--- config.mk ---
export PLATFORM = sky130hd
export DESIGN_NAME = pipelined_control_unit
export DESIGN_NICKNAME = d
export VERILOG_FILES = /design/src/rtl/pipelined_control_unit.sv
export SDC_FILE = /design/constraint.sdc
export NUM_CORES = 1
export LEC_CHECK = 0
export CORE_UTILIZATION = 39
export DETAILED_ROUTE_END_ITERATION = 16
export MAX_ROUTING_LAYER = met4
export PLACE_DENSITY = 0.66
export SETUP_SLACK_MARGIN = 0.02
export SLEW_MARGIN = 20
export SYNTH_ARGS = -nofsm -noshare
export SYNTH_HDL_FRONTEND = slang
export SYNTH_SLANG_ARGS = --single-unit
--- constraint.sdc ---
create_clock -name clk -period 4.3 [get_ports clk]
set_input_delay 0.86 -clock clk [delete_from_list [all_inputs] [get_ports clk]]
set_output_delay 0.86 -clock clk [all_outputs]
set_load 0.1 [all_outputs]
--- src/rtl/pipelined_control_unit.sv ---
// Control path for a 5-stage RV64 subset pipeline (IF/ID/EX/MEM/WB).
// Decodes the ID instruction, carries the control bundle through the
// ID/EX, EX/MEM and MEM/WB registers, detects data hazards, drives the
// forwarding muxes and resolves branch/jump flushes in EX.
module pipelined_control_unit #(
  parameter int REG_ADDR_W  = 5,
  parameter bit SUPPORT_JAL = 1'b1,
  parameter bit FWD_EN      = 1'b1
) (
  input  logic                  clk,
  input  logic                  rst_n,
  input  logic [31:0]           id_instr,
  input  logic                  id_valid,
  input  logic                  ex_zero,
  input  logic                  stall_i,
  output logic                  pc_write,
  output logic                  ifid_write,
  output logic                  ifid_flush,
  output logic                  pc_src,
  output logic                  ex_alu_src,
  output logic [1:0]            ex_alu_op,
  output logic                  ex_jump,
  output logic [1:0]            fwd_a,
  output logic [1:0]            fwd_b,
  output logic                  mem_read,
  output logic                  mem_write,
  output logic                  wb_reg_write,
  output logic                  wb_mem_to_reg,
  output logic [REG_ADDR_W-1:0] wb_rd,
  output logic                  illegal
);

  localparam logic [6:0] OP_R    = 7'b0110011;
  localparam logic [6:0] OP_ADDI = 7'b0010011;
  localparam logic [6:0] OP_LD   = 7'b0000011;
  localparam logic [6:0] OP_SD   = 7'b0100011;
  localparam logic [6:0] OP_BEQ  = 7'b1100011;
  localparam logic [6:0] OP_JAL  = 7'b1101111;

  // Full bundle held in ID/EX; rs fields and use flags feed the forwarding unit.
  typedef struct packed {
    logic                  vld;
    logic                  reg_write;
    logic                  alu_src;
    logic [1:0]            alu_op;
    logic                  mem_read;
    logic                  mem_write;
    logic                  mem_to_reg;
    logic                  branch;
    logic                  jump;
    logic                  use_rs1;
    logic                  use_rs2;
    logic [REG_ADDR_W-1:0] rd;
    logic [REG_ADDR_W-1:0] rs1;
    logic [REG_ADDR_W-1:0] rs2;
  } idex_t;

  typedef struct packed {
    logic                  vld;
    logic                  reg_write;
    logic                  mem_read;
    logic                  mem_write;
    logic                  mem_to_reg;
    logic [REG_ADDR_W-1:0] rd;
  } exmem_t;

  typedef struct packed {
    logic                  vld;
    logic                  reg_write;
    logic                  mem_to_reg;
    logic [REG_ADDR_W-1:0] rd;
  } memwb_t;

  idex_t  w_dec;
  logic   w_ok;
  logic   w_hz;
  logic   w_pc_src;
  idex_t  r_ex;
  exmem_t r_mem;
  memwb_t r_wb;
  logic   w_unused;

  // True when a writer with destination rd feeds a source the ID instruction reads.
  function automatic logic f_raw(input logic we, input logic [REG_ADDR_W-1:0] rd,
                                 input idex_t d);
    f_raw = we && (rd != '0) &&
            ((d.use_rs1 && rd == d.rs1) || (d.use_rs2 && rd == d.rs2));
  endfunction

  // Forward select for one EX operand; the younger EX/MEM result wins.
  function automatic logic [1:0] f_fwd(input logic use_rs, input logic [REG_ADDR_W-1:0] rs,
                                       input exmem_t m, input memwb_t w);
    f_fwd = 2'b00;
    if (use_rs && m.reg_write && m.rd != '0 && m.rd == rs)
      f_fwd = 2'b10;
    else if (use_rs && w.reg_write && w.rd != '0 && w.rd == rs)
      f_fwd = 2'b01;
  endfunction

  // ID decode; anything not decodable or not valid becomes an all-zero bubble.
  always_comb begin
    w_dec = '0;
    w_ok  = 1'b1;
    unique case (id_instr[6:0])
      OP_R:    begin w_dec.reg_write = 1'b1; w_dec.alu_op = 2'b10;
                     w_dec.use_rs1 = 1'b1; w_dec.use_rs2 = 1'b1; end
      OP_ADDI: begin w_dec.reg_write = 1'b1; w_dec.alu_src = 1'b1;
                     w_dec.use_rs1 = 1'b1; end
      OP_LD:   begin w_dec.reg_write = 1'b1; w_dec.alu_src = 1'b1;
                     w_dec.mem_read = 1'b1; w_dec.mem_to_reg = 1'b1;
                     w_dec.use_rs1 = 1'b1; end
      OP_SD:   begin w_dec.alu_src = 1'b1; w_dec.mem_write = 1'b1;
                     w_dec.use_rs1 = 1'b1; w_dec.use_rs2 = 1'b1; end
      OP_BEQ:  begin w_dec.branch = 1'b1; w_dec.alu_op = 2'b01;
                     w_dec.use_rs1 = 1'b1; w_dec.use_rs2 = 1'b1; end
      OP_JAL:  begin
                 if (SUPPORT_JAL) begin
                   w_dec.reg_write = 1'b1;
                   w_dec.jump      = 1'b1;
                 end else begin
                   w_ok = 1'b0;
                 end
               end
      default: w_ok = 1'b0;
    endcase
    if (!id_valid || !w_ok) begin
      w_dec = '0;
    end else begin
      w_dec.vld = 1'b1;
      w_dec.rd  = id_instr[7  +: REG_ADDR_W];
      w_dec.rs1 = id_instr[15 +: REG_ADDR_W];
      w_dec.rs2 = id_instr[20 +: REG_ADDR_W];
      if (w_dec.rd == '0) w_dec.reg_write = 1'b0;
    end
  end

  assign illegal = id_valid & ~w_ok;

  // With forwarding only a load in EX must wait; without it any pending
  // EX/MEM writer must drain (WB is fine since the regfile writes first).
  assign w_hz = FWD_EN ? f_raw(r_ex.mem_read, r_ex.rd, w_dec)
                       : (f_raw(r_ex.reg_write, r_ex.rd, w_dec) |
                          f_raw(r_mem.reg_write, r_mem.rd, w_dec));

  assign w_pc_src   = r_ex.vld & ((r_ex.branch & ex_zero) | r_ex.jump);
  assign pc_src     = w_pc_src;
  // A taken transfer squashes the hazarding instruction, so it beats hz.
  assign pc_write   = ~stall_i & (w_pc_src | ~w_hz);
  assign ifid_write = ~stall_i & (w_pc_src | ~w_hz);
  assign ifid_flush = ~stall_i & w_pc_src;

  assign fwd_a = FWD_EN ? f_fwd(r_ex.use_rs1, r_ex.rs1, r_mem, r_wb) : 2'b00;
  assign fwd_b = FWD_EN ? f_fwd(r_ex.use_rs2, r_ex.rs2, r_mem, r_wb) : 2'b00;

  // Stage registers: freeze on stall_i, bubble into EX on flush or hazard.
  always_ff @(posedge clk or negedge rst_n) begin
    if (!rst_n) begin
      r_ex  <= '0;
      r_mem <= '0;
      r_wb  <= '0;
    end else if (!stall_i) begin
      r_ex  <= (w_pc_src || w_hz) ? '0 : w_dec;
      r_mem <= '{vld: r_ex.vld, reg_write: r_ex.reg_write, mem_read: r_ex.mem_read,
                 mem_write: r_ex.mem_write, mem_to_reg: r_ex.mem_to_reg, rd: r_ex.rd};
      r_wb  <= '{vld: r_mem.vld, reg_write: r_mem.reg_write,
                 mem_to_reg: r_mem.mem_to_reg, rd: r_mem.rd};
    end
  end

  assign ex_alu_src    = r_ex.alu_src;
  assign ex_alu_op     = r_ex.alu_op;
  assign ex_jump       = r_ex.jump;
  assign mem_read      = r_mem.mem_read;
  assign mem_write     = r_mem.mem_write;
  assign wb_reg_write  = r_wb.reg_write;
  assign wb_mem_to_reg = r_wb.mem_to_reg;
  assign wb_rd         = r_wb.rd;

  // funct3/funct7 are the datapath's concern; stage valids are kept for debug.
  assign w_unused = ^{id_instr[31:25], id_instr[14:12], r_mem.vld, r_wb.vld};

endmodule

==> results of run 1 <==
## power by group through the flow
stage	registers (mW)	logic (mW)	clock network (mW)
after floorplan	0.415	0.0562	0
after global placement	0.408	0.119	0
after detailed placement	0.408	0.120	0
after CTS	0.401	0.120	0.262
after global routing	0.402	0.128	0.276
final	0.401	0.120	0.253
## layer usage
layer  part of all wire, %  up-vias  global-route usage (%)  wire length, um
met3                   3.7        4                   3.182              222
met4                  0.71        0                   3.750               43
li1                      -      998                       -                -
met5                     0        -                       -                0
met2                    47       47                   28.98             2843
met1                    49     1021                   29.15             2943
## area by class of cell
class	count	area, sq um
clock buffer	7	86.33
fill	563	2897
inverter	3	11.26
multi-input combinational	181	1299
sequential	41	1026
tap	75	93.84
timing repair buffer	52	508.0
## worst register-to-register path: stages (launching register included)
cell,delay [ns]
dfrtp_1,0.48
nor4bb_1,0.19
a21o_1,0.19
o211ai_1,0.54
o21ai_2,0.15
buf_4,0.25
o31ai_1,0.24
## how the worst max path moves through the flow
| stage | from | endpoint | slack (ns) | cells after the start |
|---|---|---|---|---|
| floorplan | r_mem[2]$_DFFE_PN0N_ | fwd_a[0] | -0.16 | 4 |
| global placement | id_instr[0] | pc_write | 0.51 | 7 |
| detailed placement | id_instr[0] | pc_write | 0.46 | 7 |
| CTS | id_instr[0] | pc_write | 0.46 | 7 |
| global route | id_instr[0] | pc_write | 0.36 | 7 |
| finish | id_instr[0] | pc_write | 0.44 | 7 |
## cell usage in the layout, fill, tap and decap left out, types with 2 or more instances in the layout
cell	count
clkbuf_8	6
xor2_1	13
clkdlybuf4s50_1	39
nor3_2	2
xnor2_1	16
nand4_1	4
buf_12	2
mux2_2	15
o31ai_1	2
nand2b_1	2
nand2_1	28
o2111ai_1	6
nor3_1	5
nor2b_2	2
nor4bb_1	2
a21oi_1	4
buf_2	2
and3_1	2
dfrtp_1	41
nand3_1	7
nor4_1	3
a32oi_1	22
inv_1	2
a211o_1	2
buf_4	9
nor2b_1	4
o21ai_1	16
nor2_1	4
or4_1	5
o21ai_0	5
## stage by stage
stage                     instance area (sq um)  util, %
after global routing                       3024    51.08
after CTS                                  3024    51.08
after global placement                     2938    49.62
after floorplan                            2426        -
final                                      3024    51.08
after detailed placement                   2938    49.62
## cells by family after synthesis
kind of cell / after synthesis
DFF: 41
xor gates and xnor gates: 29
buffers and inverters: 21
AOI/OAI and AO/OA: 65
and+or+nand+nor: 72
muxes: 15
==> metrics.log, run 1 <==
[metrics] run status: completed
[metrics] global placer's final weighted congestion: 0.8692
[metrics] fraction of synthesized cell area taken by the top area cell type: 42.62%
[metrics] most common flop cell mapped by yosys: dfrtp_1
[metrics] Post-Synthesis Net Count: 280
[metrics] average wire length per cell after detail routing: 16.86 um
[metrics] initial antenna violation count: 0
[metrics] most flop-heavy register: r_ex
[metrics] flip-flop count of the largest register after layout: 22
[metrics] Congestion Overflow GR: 0
[metrics] largest cells by area after synthesis: dfrtp_1 (43%), a32oi_1 (8.0%), mux2_2 (7.0%)
[metrics] cell with the largest stage delay on the worst path: clkdlybuf4s50_1
[metrics] post-synthesis instance area: 2407 sq um
[metrics] Power per Cell Area: 255.7 nW/um^2
[metrics] R2R Path Start: r_ex[12]$_DFFE_PN0N_
[metrics] worst-case setup margin in the final layout: 0.4399 ns
[metrics] peak fanout along the critical path: 7
[metrics] 1st-iter DRT viols: 119
[metrics] share of the synthesized area in compound gates (AO/OA/AOI/OAI): 20.06%
[metrics] pin count of the biggest net entering global routing: 46
[metrics] DIE AREA: 6491 sq um
[metrics] CP startpoint kind: input pin
[metrics] worst-case headroom to the max-slew limit: 35.14%
[metrics] total track usage: 19.90%
[metrics] delay of the slowest cell on the worst path: 0.52 ns
[metrics] dominant cell by count in the synthesized netlist: dfrtp_1
[metrics] Critical R2R Capture: r_ex[5]$_DFFE_PN0N_
[metrics] post-synthesis simple-gate area fraction: 15.54%
[metrics] depth of the worst register-to-register path: 6
[metrics] clock tree from TritonCTS: yes
[metrics] combinational family with the most area after synthesis: compound AO/OA/AOI/OAI gates
[metrics] Achievable Freq: 259.1 MHz
[metrics] number of diodes: 0
[metrics] internal power summed over all cells: 0.5685 mW
[metrics] crit path cell chain: clkdlybuf4s50_1, nor4bb_1, and3_1, o211ai_1, o21ai_2, a21oi_2, buf_12
[metrics] Least-Margin Pin Slew: 0.9698 ns
[metrics] number of rows in the core area: 28
[metrics] Cells after DPL: 352
[metrics] Setup Crit Path Kind: input pin to output port
[metrics] classification of the worst-slack hold path: register to register
[metrics] number of stages on the worst hold path: 2
[metrics] width of the die: 80.57 um
[metrics] final setup TNS: 0 ns
[metrics] clock tree skew after final layout: 0.002028 ns
[metrics] number of synthesized flops with an enable pin: 0
[metrics] buffer type at the clock tree root: clkbuf_8
[metrics] number of max-capacitance violations reported: 0
[metrics] number of global-route vias before repair: 1,864
[metrics] Area growth syn-to-layout: 25.62%
[metrics] post-route clock period utilization: 89.77%
[metrics] combinational cell fraction of total power: 15.5%
[metrics] kind of cell adding the most delay to the critical path: simple AND/OR/NAND/NOR gates
[metrics] number of library cell types mapped by synthesis: 37
[metrics] synthesized-area fraction occupied by adder cells: 0%
[metrics] leading cell types by count after synthesis: dfrtp_1 (41), nand2_1 (28), a32oi_1 (22)
[metrics] starting utilization of the core area: 40.66%
[metrics] pre-CTS setup slack: 0.4587 ns
[metrics] per-instance average area after synthesis: 9.907 sq um
[metrics] number of design rule violations left after detail routing: 0
[metrics] per-cell via count in the routed design: 5.766
[metrics] clock-pin slew of the registers on the worst-case setup and hold paths: 0.07 ns
[metrics] library cell with the largest summed area after synthesis: dfrtp_1
[metrics] aggregate routed wire length: 6.052 mm
[metrics] fin. max-slew vios: 0
[metrics] CP endpoint kind: output port
[metrics] required time of the worst setup path: 3.44 ns
[metrics] maximum root-to-sink buffer count: 2
[metrics] first-pass iteration count of the detailed router: 4
[metrics] # hold bufs at CTS: 0
[metrics] fin nets: 321
[metrics] sw power: 0.2047 mW
[metrics] unrepaired setup endpoints after global routing: false
[metrics] Hold WS: 0.4839 ns
[metrics] number of instances resized during post-cts repair: 0
[metrics] startpoint of the worst hold path: ex_alu_op[0]$_DFFE_PN0N_
[metrics] post-CTS setup-driven buffer insertion count: 0
[metrics] CTS H-tree lvls: 2
[metrics] count of placed standard cells in the final layout, fillers left out: 359
[metrics] number of nets with antenna violations after routing: 0
[metrics] Async S/R FF share, synth: 100.0%
[metrics] # clock sinks: 41
[metrics] switching power as a share of total power: 26.47%
[metrics] Core Region: 5921 sq um
[metrics] clock share of power: 32.7%
[metrics] number of buffer and inverter instances along the worst setup path: 2
[metrics] fraction of power consumed by sequential logic: 51.8%
[metrics] Clk Latency, worst-skew pair: 0.28 ns
[metrics] Inserted Clock Buffers: 5
[metrics] final critical path time including I/O delays and setup: 3.860 ns
[metrics] number of vias after detailed routing: 2,070
[metrics] y dimension of the die: 80.57 um
[metrics] Peak supply drop: 0.0001192 V
[metrics] data arrival time of the critical path: 3.00 ns
[metrics] PnR Total Power: 0.7733 mW
[metrics] IO Port Bufs: 48
[metrics] number of placed I/O pins: 59
[metrics] Worst Hold Endpoint: ex_alu_op[0]$_DFFE_PN0N_
[metrics] synthesized-area fraction occupied by xor and xnor cells: 10.55%
[metrics] number of standard cells after synthesis: 243
[metrics] total leakage power: 1.288 nW
[metrics] FF+latch count, synth: 41
[metrics] Seq/Total Area, Yosys: 42.62%
[metrics] share of post-route cells with drive strength above 1: 14.79%
[metrics] minimum setup slack among reg-to-reg paths: 2.18 ns
[metrics] final-report hold violation count: 0
[metrics] endpoints failing setup: 0
[metrics] multiplexer fraction of the synthesized cell area: 7.017%
[metrics] first-pass GRT wire length: 9.653 mm
[metrics] Yosys Warn Count: 0
[metrics] detailed-placement wirelength estimate: 4.240 mm
No activity file was read; power rests on OpenSTA's default activity.
==> inputs of run 2 (changes only) <==
--- a/config.mk
+++ b/config.mk
@@ -5,10 +5,10 @@
 export SDC_FILE = /design/constraint.sdc
 export NUM_CORES = 1
 export LEC_CHECK = 0
-export CORE_UTILIZATION = 39
+export CORE_UTILIZATION = 53
 export DETAILED_ROUTE_END_ITERATION = 16
 export MAX_ROUTING_LAYER = met4
-export PLACE_DENSITY = 0.66
+export PLACE_DENSITY_LB_ADDON = 0.1
 export SETUP_SLACK_MARGIN = 0.02
 export SLEW_MARGIN = 20
 export SYNTH_ARGS = -nofsm -noshare
==> run 2 against run 1 <==
Against the previous run: final cell count decreased by 6.1%; clock skew increased by 0.0020 ns; first-iteration DRC count is 89% higher; die area fell by 26%; clock-buffer cell count did not move; via count is 2.2% higher; critical endpoint is now ifid_write.
==> metrics.log, run 2 (same netlist as run 1, synthesis figures left out) <==
[metrics] pre-CTS setup slack: 0.4564 ns (-0.002318 ns)
[metrics] number of instances resized during post-cts repair: 0 (unchanged)
[metrics] post-CTS setup-driven buffer insertion count: 0 (unchanged)
[metrics] width of the die: 69.40 um (-14%)
[metrics] delay of the slowest cell on the worst path: 0.57 ns (+0.05 ns)
[metrics] final critical path time including I/O delays and setup: 3.838 ns (-0.02252 ns)
[metrics] crit path cell chain: clkdlybuf4s50_1, xnor2_1, and4_1, o211ai_1, o21ai_2, a21oi_2, buf_12
[metrics] y dimension of the die: 69.40 um (-14%)
[metrics] total track usage: 27.16% (+7.3 points)
[metrics] IO Port Bufs: 48 (unchanged)
[metrics] commonest non-fill, non-tap cells in the layout: dfrtp_1 (41), clkdlybuf4s50_1 (39), nand2_1 (28)
[metrics] number of placed I/O pins: 59 (unchanged)
[metrics] fin. max-slew vios: 0 (unchanged)
[metrics] kind of cell adding the most delay to the critical path: compound AO/OA/AOI/OAI gates
[metrics] final setup TNS: 0 ns (unchanged)
[metrics] Area growth syn-to-layout: 24.74%
[metrics] most common cell after layout, fill and taps aside: dfrtp_1
[metrics] Peak supply drop: 0.0002292 V (+92%)
[metrics] run status: completed
[metrics] per-cell via count in the routed design: 6.276 (+8.8%)
[metrics] maximum root-to-sink buffer count: 2 (unchanged)
[metrics] worst-case setup margin in the final layout: 0.4624 ns (+0.02252 ns)
[metrics] cell with the largest stage delay on the worst path: o211ai_1
[metrics] combinational cell fraction of total power: 15.5% (about the same)
[metrics] endpoints failing setup: 0 (unchanged)
[metrics] worst setup path endpoint: ifid_write
[metrics] number of nets with antenna violations after routing: 0 (unchanged)
[metrics] number of rows in the core area: 24 (-14%)
[metrics] unrepaired setup endpoints after global routing: false
[metrics] required time of the worst setup path: 3.44 ns (about the same)
[metrics] detailed-placement wirelength estimate: 4.100 mm (-3.3%)
[metrics] most used routing layer in global routing: met1
[metrics] classification of the worst-slack hold path: register to register
[metrics] final-report hold violation count: 0 (unchanged)
[metrics] buffer type at the clock tree root: clkbuf_8
[metrics] initial antenna violation count: 0 (unchanged)
[metrics] met1 usage: 39.87% (+11 points)
[metrics] clock share of power: 32.8% (about the same)
[metrics] number of design rule violations left after detail routing: 0 (unchanged)
[metrics] data arrival time of the critical path: 2.98 ns (-0.02 ns)
[metrics] DIE AREA: 4816 sq um (-26%)
[metrics] depth of the worst register-to-register path: 6 (unchanged)
[metrics] clock tree skew after final layout: 0.004018 ns (+0.001990 ns)
[metrics] R2R Path Start: r_ex[12]$_DFFE_PN0N_
[metrics] Core Region: 4354 sq um (-26%)
[metrics] number of stages on the worst setup path: 7 (unchanged)
[metrics] worst-case headroom to the max-slew limit: 35.25% (+0.11 points)
[metrics] Inserted Clock Buffers: 5 (unchanged)
[metrics] Clk Latency, worst-skew pair: 0.29 ns (about the same)
[metrics] switching power as a share of total power: 26.55% (+0.078 points)
[metrics] flip-flop count of the largest register after layout: 22 (unchanged)
[metrics] number of global-route vias before repair: 2,031 (+9.0%)
[metrics] # clock sinks: 41 (unchanged)
[metrics] share of post-route cells with drive strength above 1: 15.09% (+0.30 points)
[metrics] global routing usage on met3: 5.669% (+2.5 points)
[metrics] aggregate routed wire length: 5.889 mm (-2.7%)
[metrics] Core Util, Final: 68.97% (+18 points)
[metrics] 1st-iter DRT viols: 225 (+89%)
[metrics] # hold bufs at CTS: 0 (unchanged)
[metrics] CP endpoint kind: output port
[metrics] number of buffer and inverter instances along the worst setup path: 2 (unchanged)
[metrics] pin count of the biggest net entering global routing: 42 (-8.7%)
[metrics] sw power: 0.2057 mW (+0.49%)
[metrics] number of diodes: 0 (unchanged)
[metrics] total leakage power: 1.293 nW (+0.37%)
[metrics] source of the critical timing path: id_instr[22]
[metrics] minimum setup slack among reg-to-reg paths: 2.16 ns (-0.02 ns)
[metrics] average wire length per cell after detail routing: 17.47 um (+3.7%)
[metrics] Power per Cell Area: 258.0 nW/um^2 (+0.90%)
[metrics] Achievable Freq: 260.6 MHz (+0.59%)
[metrics] peak fanout along the critical path: 7 (unchanged)
[metrics] starting utilization of the core area: 55.29% (+15 points)
[metrics] post-route clock period utilization: 89.25% (-0.52 points)
[metrics] clock-pin slew of the registers on the worst-case setup and hold paths: 0.07 ns (about the same)
[metrics] global placer's final weighted congestion: 0.9015 (+3.7%)
[metrics] number of max-capacitance violations reported: 0 (unchanged)
[metrics] first-pass GRT wire length: 10.24 mm (+6.1%)
[metrics] clock tree from TritonCTS: yes
[metrics] Least-Margin Pin Slew: 0.9681 ns (-0.001664 ns)
[metrics] internal power summed over all cells: 0.5690 mW (about the same)
[metrics] number of vias after detailed routing: 2,115 (+2.2%)
[metrics] Congestion Overflow GR: 0 (unchanged)
[metrics] first-pass iteration count of the detailed router: 4 (unchanged)
[metrics] CTS H-tree lvls: 2 (unchanged)
[metrics] fraction of power consumed by sequential logic: 51.7% (about the same)
[metrics] Setup Crit Path Kind: input pin to output port
[metrics] Critical R2R Capture: r_ex[9]$_DFFE_PN0N_
[metrics] most flop-heavy register: r_ex
[metrics] met2 track demand over resource: 38.83% (+9.9 points)
[metrics] CP startpoint kind: input pin
[metrics] fin nets: 322 (+0.31%)
## run 2: worst min path at each step
stage                         start                   end  cells past startpoint
2_1_floorplan  r_ex[20]$_DFFE_PN0N_  r_ex[20]$_DFFE_PN0N_                      2
3_3_place_gp   r_ex[20]$_DFFE_PN0N_  r_ex[20]$_DFFE_PN0N_                      2
3_5_place_dp   r_ex[20]$_DFFE_PN0N_  r_ex[20]$_DFFE_PN0N_                      2
4_1_cts        r_ex[20]$_DFFE_PN0N_  r_ex[20]$_DFFE_PN0N_                      2
5_1_grt        r_ex[18]$_DFFE_PN0N_  r_ex[18]$_DFFE_PN0N_                      2
6_report       r_ex[20]$_DFFE_PN0N_  r_ex[20]$_DFFE_PN0N_                      2
## run 2: area by class of cell
class,count,area [sq um]
flip-flops and latches,41,1026
clock buffers,7,86.33
inverters,3,11.26
multi-input cells,181,1299
repair buffers,53,515.5
well taps,52,65.06
fillers,355,1351
## run 2: tightest hold or removal path: stages, from the launching register on
cell	delay [ns]
dfrtp_1	0.35
a32oi_1	0.05
nand2_1	0.06
## run 2: per-stage QoR
step / std cells / hold slack (ns) / instance area [sq um] / total power [mW]
finish: 337 / 0.4972 / 3003 / 0.7747
global placement: 330 / 0.4724 / 2917 / 0.5266
detailed placement: 330 / 0.4755 / 2917 / 0.5282
CTS: 337 / 0.4932 / 3003 / 0.7821
floorplan: 243 / 0.4500 / 2426 / 0.4714
global route: 337 / 0.5183 / 3003 / 0.8070
## run 2: power by group through the flow
stage               logic, mW  clock network, mW  registers, mW
floorplan              0.0562                  0          0.415
global placement        0.118                  0          0.408
detailed placement      0.120                  0          0.408
CTS                     0.120              0.261          0.401
global route            0.130              0.276          0.402
finish                  0.120              0.254          0.401
## run 2: routing by layer
layer / share of wire, % / up-vias
met2: 46 / 81
li1: - / 1000
met3: 6.1 / 4
met4: 0.68 / 0
met1: 47 / 1030
met5: 0 / -
==> RTL edit, RTL diff (settings of run 2) <==
Make the reset (`rst_n`) synchronous in one clocked block.
--- a/src/rtl/pipelined_control_unit.sv
+++ b/src/rtl/pipelined_control_unit.sv
@@ -153,7 +153,7 @@
   assign fwd_b = FWD_EN ? f_fwd(r_ex.use_rs2, r_ex.rs2, r_mem, r_wb) : 2'b00;
 
   // Stage registers: freeze on stall_i, bubble into EX on flush or hazard.
-  always_ff @(posedge clk or negedge rst_n) begin
+  always_ff @(posedge clk) begin
     if (!rst_n) begin
       r_ex  <= '0;
       r_mem <= '0;
Behaviour: differs if rst_n is asserted again (counterexample within 4 cycles, from zero or initial values and one cycle with rst_n low); with rst_n held inactive, the same outputs for 10 cycles.
==> RTL edit against run 2 <==
Sequential cell count did not move; total power rose by 9.2%; design area fell by 2.7%; critical endpoint unchanged; synthesized cell count grew 11%; worst setup slack worse by 0.29 ns; register-to-register slack lost 0.19 ns; largest power group unchanged; via count down 1.4%; synthesized area fell by 6.1%; critical path type unchanged; clock power increased by 44%; wire length shrank 12%; first-iteration DRC count fell by 69%.
==> RTL edit: results (changes against run 2) <==
* finished, final reports clean — run status
* 0.363 — Seq/Total Area, Yosys, -0.0632
* 0.390 — met2 track utilization from global routing, +0.00165
* id_instr[5] — startpoint of the worst setup timing path
* 2086 — DR vias, -1.4%
* 349 — Net count, final, +8.4%
* 0 — fraction of registers with async set/reset, -1.00
* 0.0664 — share of synthesized area spent on multiplexers, -0.00376
* 0.327 — met1 layer usage reported by global route, -0.0712
* 0.00107 uW — reported leakage power, -17%
* 0.979 ns — slew of the pin with the lowest slew margin, +0.0105 ns
* 5 — CP max FO, -2
* r_ex[11]$_SDFFE_PN0N_ — capture instance of the worst register-to-register path
* 1.97 ns — reg2reg setup slack, -0.19 ns
* 5180 um — routed wire length, -12%
* 0.179 mV — maximum vdd drop, -22%
* 0.873 — global placement routability congestion, -3.2%
* 0.00385 ns — Worst Skew, -0.000166 ns
* ex_alu_op[0]$_SDFFE_PN0N_ — sink of the worst hold path
* 0.0405 — global routing usage on met3, -0.0161
* 8310 um — global-route wire length before repair, -19%
* 270 — cell count after synthesis, +11%
* 4.12 ns — time the final worst path needs with I/O delays and setup, +0.287 ns
* 0.115 — fraction of layout instances using a drive strength above 1, -0.0359
* 363 — Layout Cells excl Fill, +7.7%
* 0.0320 ns — setup slack after placement, -0.424 ns
* 3.26 ns — Arrival @ worst endpoint, +0.28 ns
* ex_alu_op[0]$_SDFFE_PN0N_ — critical hold path startpoint
* 0.445 ns — Hold Worst Slack, -0.0523 ns
* 190 uW — net switching power of the design, -7.8%
* sky130_fd_sc_hd__dfxtp_1 (41), sky130_fd_sc_hd__nand3_1 (24), sky130_fd_sc_hd__nor2_1 (17), sky130_fd_sc_hd__o21ai_0 (17), sky130_fd_sc_hd__xnor2_1 (17) — most common library cells after synthesis
* r_ex[12]$_SDFFE_PN0N_ — worst r2r src
* sky130_fd_sc_hd__dfxtp_1 (36%), sky130_fd_sc_hd__mux2i_1 (6.6%), sky130_fd_sc_hd__xnor2_1 (6.6%), sky130_fd_sc_hd__nand3_1 (5.3%), sky130_fd_sc_hd__nand3b_1 (5.3%) — synth top area cells
* 1808 — via count of the first global-routing pass, -11%
* 3780 um — DP HPWL, -7.8%
* 0.105 — post-synthesis xor/xnor area fraction, -0.000916
* 0 — number of antenna violations at the first check in global routing, unchanged
* met2 — global routing's busiest layer
* 2780 um^2 — Placed Area, -4.6%
* 69 — Iteration-0 DRC Markers, -69%
* 8 — Register-to-Register Path Depth, +2
-- RTL edit: area by class of cell --
cell class                      count  area (um^2)  area share
Multi-Input combinational cell    208         1360       0.465
Sequential cell                    41          825       0.282
Timing Repair Buffer               55          538       0.184
Clock buffer                        5         68.8      0.0236
Clock inverter                      3         65.1      0.0223
Tap cell                           50         62.6      0.0214
Inverter                            1         3.75     0.00128
-- RTL edit: power groups by stage --
stage | Clock, uW | Combinational [uW] | Sequential [uW]
2_1_floorplan | 0 | 53.4 | 390
3_3_place_gp | 0 | 96.7 | 390
3_5_place_dp | 0 | 97.2 | 390
4_1_cts | 371 | 97.8 | 381
5_1_grt | 386 | 105 | 381
6_report | 367 | 97.5 | 381
-- RTL edit: cell families (layout without fill, tap and decap cells) --
group | Yosys count | after routing
muxes | 15 | 15
and+or+nand+nor | 121 | 121
AOI/OAI and AO/OA | 45 | 45
DFF | 41 | 41
xor gates and xnor gates | 27 | 27
buffers and inverters | 21 | 64
-- RTL edit: layer usage --
metal	part of all wire	vias to the layer above
met5	0	-
met4	0.018	0
met3	0.040	9
met2	0.47	62
met1	0.47	972
li1	-	1043
-- RTL edit: critical path, stage by stage --
cell                              delay, ns
sky130_fd_sc_hd__clkdlybuf4s50_1       0.50
sky130_fd_sc_hd__and2b_4               0.18
sky130_fd_sc_hd__and4_4                0.24
sky130_fd_sc_hd__o21ai_2               0.09
sky130_fd_sc_hd__or4_1                 0.54
sky130_fd_sc_hd__a2111o_1              0.41
sky130_fd_sc_hd__a21oi_2               0.16
sky130_fd_sc_hd__nor2_2                0.08
sky130_fd_sc_hd__buf_12                0.18
